`src/rtl/mdu_sequencer.sv`:
```
// Control sequencer for the iterative multiply/divide unit: decodes MULTU/DIVU/MADDU/MSUBU,
// runs a WIDTH-cycle iteration count and issues the HI/LO write command on completion.
module mdu_sequencer #(
    parameter int unsigned WIDTH = 32,
    parameter int unsigned CW    = $clog2(WIDTH)
) (
    input  logic          clk_i,
    input  logic          reset_i,
    input  logic [5:0]    opcode_i,
    input  logic [5:0]    funct_i,
    input  logic          issue_i,
    input  logic          flush_i,
    output logic          busy_o,
    output logic          mf_stall_o,
    output logic          unit_start_o,
    output logic          unit_div_o,
    output logic [CW-1:0] iter_o,
    output logic [1:0]    hilo_op_o,
    output logic          done_o
);

    typedef enum logic [1:0] {StIdle, StRun, StWb} state_e;

    localparam logic [CW-1:0] IterLast = CW'(WIDTH - 1);

    state_e        state_q, state_d;
    logic [CW-1:0] iter_q, iter_d;
    logic [1:0]    mode_q, mode_d;
    logic          div_q, div_d;

    logic          op_valid;
    logic [1:0]    op_code;
    logic          op_div;
    logic          op_is_mf;

    always_comb begin
        op_valid = 1'b0;
        op_code  = 2'b00;
        op_div   = 1'b0;
        op_is_mf = 1'b0;
        if (opcode_i == 6'd0) begin
            case (funct_i)
                6'd25: begin op_valid = 1'b1; op_code = 2'b01; end
                6'd27: begin op_valid = 1'b1; op_code = 2'b01; op_div = 1'b1; end
                6'd16, 6'd18: op_is_mf = 1'b1;
                default: ;
            endcase
        end else if (opcode_i == 6'd28) begin
            case (funct_i)
                6'd1: begin op_valid = 1'b1; op_code = 2'b10; end
                6'd5: begin op_valid = 1'b1; op_code = 2'b11; end
                default: ;
            endcase
        end
    end

    always_comb begin
        state_d = state_q;
        iter_d  = iter_q;
        mode_d  = mode_q;
        div_d   = div_q;
        if (flush_i) begin
            // Cancels without touching the latched mode; HI/LO is never written.
            state_d = StIdle;
            iter_d  = '0;
        end else begin
            case (state_q)
                StIdle: begin
                    if (issue_i && op_valid) begin
                        state_d = StRun;
                        iter_d  = '0;
                        mode_d  = op_code;
                        div_d   = op_div;
                    end
                end
                StRun: begin
                    if (iter_q == IterLast) begin
                        state_d = StWb;
                        iter_d  = '0;
                    end else begin
                        iter_d = iter_q + CW'(1);
                    end
                end
                StWb:    state_d = StIdle;
                default: state_d = StIdle;
            endcase
        end
    end

    always_ff @(posedge clk_i) begin
        if (reset_i) begin
            state_q <= StIdle;
            iter_q  <= '0;
            mode_q  <= 2'b00;
            div_q   <= 1'b0;
        end else begin
            state_q <= state_d;
            iter_q  <= iter_d;
            mode_q  <= mode_d;
            div_q   <= div_d;
        end
    end

    always_comb begin
        busy_o       = (state_q != StIdle);
        mf_stall_o   = busy_o & issue_i & op_is_mf;
        unit_start_o = (state_q == StRun) && (iter_q == '0);
        unit_div_o   = div_q;
        iter_o       = iter_q;
        done_o       = (state_q == StWb) && !flush_i;
        hilo_op_o    = done_o ? mode_q : 2'b00;
    end

endmodule

```
`config.mk`:
```
export PLATFORM = sky130hd
export DESIGN_NAME = mdu_sequencer
export DESIGN_NICKNAME = d
export VERILOG_FILES = /design/src/rtl/mdu_sequencer.sv
export SDC_FILE = /design/constraint.sdc
export NUM_CORES = 1
export LEC_CHECK = 0
export BUFFER_PORTS_ARGS = -buffer_cell sky130_fd_sc_hd__buf_2
export CAP_MARGIN = 10
export CORE_MARGIN = 8
export CORE_UTILIZATION = 45
export DETAILED_ROUTE_END_ITERATION = 8
export PLACE_DENSITY_LB_ADDON = 0.25
export SETUP_SLACK_MARGIN = 0.1
export SYNTH_ARGS = -nofsm -noshare
export SYNTH_HDL_FRONTEND = slang
export SYNTH_SLANG_ARGS = --single-unit
```
`constraint.sdc`:
```
create_clock -name clk_i -period 1.9 [get_ports clk_i]
set_input_delay 0.095 -clock clk_i [delete_from_list [all_inputs] [get_ports clk_i]]
set_output_delay 0.095 -clock clk_i [all_outputs]
set_load 0.05 [all_outputs]
```
==> summary.md <==
| Metric | Value |
|---|---|
| Die span in x | `about 54 µm` |
| TritonCTS clock tree | `done` |
| HP Class | `input pin to flip-flop` |
| Antenna-violating nets left | `0` |
| FF-to-FF path depth | `6` |
| Syn_area_per_cell | `8.325 µm²` |
| Switch share | `22.31%` |
| FF+latch count, synth | `10` |
| Internal power | `about 340 µW` |
| Clock transition at path regs | `~70 ps` |
| Crit-path slowest cell | `dfxtp_1` |
| Reg2reg setup slack | `270 ps` |
| Largest stage delay, worst path | `roughly 540 ps` |
| Max Slew Vio Count | `0` |
| GR Util All Layers | `a little over an eighth` |
| H-tree levels | `1` |
| Nets | `126` |
| Vias in the first global route | `~690` |
| First-pass GRT wire length | `between 2 and 3 mm` |
| Fill cells | `between 100 and 150` |
| CTS sink count | `10` |
| Area of the core | `1318 µm²` |
| Critical path endpoint category | `output pin` |
| Pre-antenna DRT Iters | `4` |
| Area contributors post-synth | `dfxtp_1 (31%), ha_1 (5.8%), and3_1 (3.9%)` |
| Die area | `2914 µm²` |
| Max-Cap Viols | `0` |
| Boundary pin count | `28` |
| Worst-path fanout max | `10` |
| Power Dens Cells | `522.1 nW/µm²` |
| GPL Wtd Cong | `around 0.79` |
| Crit-path cells | `or2_2 > nand3_1 > nor4_2 > buf_2` |
| FFs w/ async S/R, synth | `0%` |
| NetSw | `just under 100 µW` |
| Post-synth top flop | `dfxtp_1` |
| Worst setup path category | `flip-flop to output pin` |
| Post-synthesis sequential area ratio | `around 31%` |
| Post-synth EDFFs | `0` |
| Synth Instances | `a little under 80` |
| Inst Count DP | `117` |
| Post-route insts no fill | `around 120` |
| Die height | `approximately 54 µm` |
| Setup-failing EPs final | `0` |
| Detailed placement HPWL | `around 1.5 mm` |
| Max VDD drop | `about 360 µV` |
| Arr. time, crit path | `1540 ps` |
| Cts hold-fix bufs | `0` |
| Port bufs | `27` |
| Synth cell types | `32` |
| Pwr Total | `442.9 µW` |
| Largest net degree at the start of global routing | `12` |
| Register share of total power | `between 40% and 50%` |
| DR vias | `712` |
| Depth of the worst hold-timing path | `2` |
| Clk buf depth | `2` |
| Std-Cell Rows | `13` |
| P_leak | `just over 0.0004 µW` |
| Aggregate global routing overflow | `0` |
| Fin. Hold Viols | `0` |
| Starting Density | `approximately half` |
| Root Driver | `clkbuf_4` |
| Req. time, crit path | `around 1800 ps` |
| # diodes | `0` |
| Clock network power share | `between 40% and 50%` |
| Crit path launch type | `flip-flop` |
| Area grow syn2layout | `30.64%` |
| Worst skew pair latency | `roughly 270 ps` |
| Logic pwr share | `approximately 9.0%` |
| Drc violations | `0` |
| Initial antenna violation count | `0` |
| Synth top area share | `a little under a third` |
| Synthesis Warnings | `0` |
| CTS buffer count | `3` |
| Setup Skew | `between 1.5 and 2 ps` |
| Wire length per cell | `around 15 µm` |
| Post-Synthesis Cell Area | `roughly 650 µm²` |
| Post-synthesis cell type with the largest combined area | `dfxtp_1` |
| Share of cells above drive strength 1 | `39.62%` |
| Highest Clock Rate | `~600 MHz` |
| Fin util | `about 64%` |
| Detailed Route Iter0 Violations | `12` |
| Post-Syn Nets | `97` |
| Total wire length | `around 1.8 mm` |
| Status | `complete, no violations` |
| RSZ-0062 raised after global routing | `false` |
| Max transition margin | `a little under three fifths` |
| Worst Tran Pin Value | `approximately 660 ps` |
| Crit share post-route | `a little under nine tenths` |
| Via density | `5.884` |
| Post-layout minimum cycle time | `1636 ps` |
==> cells by family (layout without fill, tap and decap cells) <==
kind of cell             after synthesis  in the layout  share of synthesized area, %
AO/OA/AOI/OAI                         17             17                         17.15
XOR/XNOR                               1              1                         1.349
AND/OR/NAND/NOR                       41             41                         41.43
adder cells (fa/ha/maj)                3              3                         5.781
buffers and inverters                  6             34                         3.468
flip-flops                            10             10                         30.83
==> sequential cells by signal (all words and copies together), names as in the netlist <==
register    flops
iter_o          5
mode_q          2
state_q         2
unit_div_o      1
==> layout make-up <==
| type | instances | area [µm²] | area share (%) |
|---|---|---|---|
| tap | 15 | 18.77 | 2.212 |
| timing repair buffer | 27 | 135.1 | 15.93 |
| multi-input combinational | 62 | 445.4 | 52.51 |
| inverter | 3 | 11.26 | 1.327 |
| sequential | 10 | 201.4 | 23.75 |
| clock buffer | 4 | 36.28 | 4.277 |
==> synthesized netlist by cell type, types with 3 or more instances <==
master and number:
a31oi_1 3, inv_1 3, nand3_1 4, nand3b_1 3
and3_1 4, nor3_1 5, dfxtp_1 10, nand2_1 5
a21oi_1 3, clkbuf_1 3, ha_1 3, o21ai_0 5
==> final timing paths <==
path	from	end
hold / removal	reset_i	mode_q[1]
hold reg to reg	unit_div_o	unit_div_o
setup / recovery	state_q[1]	mf_stall_o
setup reg to reg	iter_o[0]	iter_o[2]
==> per-layer routing <==
layer | GRT usage, % | vias up | routed length (µm)
met5 | 0 | - | 0
li1 | - | 356 | -
met2 | 22.01 | 25 | 851
met4 | 4.918 | 0 | 25
met1 | 15.77 | 326 | 796
met3 | 6.061 | 5 | 143
==> cells in the final DEF (no fill, tap or decap), types with 2 or more instances in the layout <==
cell	count
nand3b_1	3
nand4_1	2
a31oi_1	3
nor4b_1	2
buf_2	27
and3_1	4
and2_1	2
ha_1	3
nand2_1	5
dfxtp_1	9
a21oi_1	3
o41ai_1	2
clkbuf_4	3
nor2_1	2
nor3_1	4
inv_1	3
or2_2	2
nand3_1	4
o21ai_0	5
==> power groups by stage <==
stage          sequential [µW]  combinational (µW)  clock, µW
6_report                   210                39.9        193
5_1_grt                    209                44.2        208
4_1_cts                    209                39.9        198
3_5_place_dp               214                39.8          0
3_3_place_gp               214                39.0          0
2_1_floorplan              214                14.8          0
==> critical path, delay by kind of cell (launching register included) <==
| family | cells | cell delay, ps |
|---|---|---|
| and+or+nand+nor | 3 | 430 |
| DFF | 1 | 540 |
| buffers and inverters | 1 | 300 |
==> through the flow <==
step / worst slack [ps] / hold WS (ps) / area, µm² / TNS (ps)
after floorplan: -52.19 / 164.1 / 665.6 / -68.90
after global placement: 374.1 / 313.1 / 808.3 / 0
after detailed placement: 311.4 / 313.2 / 808.3 / 0
after CTS: 202.7 / 16.51 / 844.6 / 0
after global routing: 144.7 / 10.33 / 848.3 / 0
final: 263.8 / 24.43 / 848.3 / 0
==> what timing repair did <==
action | in CTS | in global routing
gates resized for setup | 0 | 2
setup buffers | 0 | 0
setup endpoints to repair | 0 | 1
Note: power is estimated with default switching activity, not from simulation.
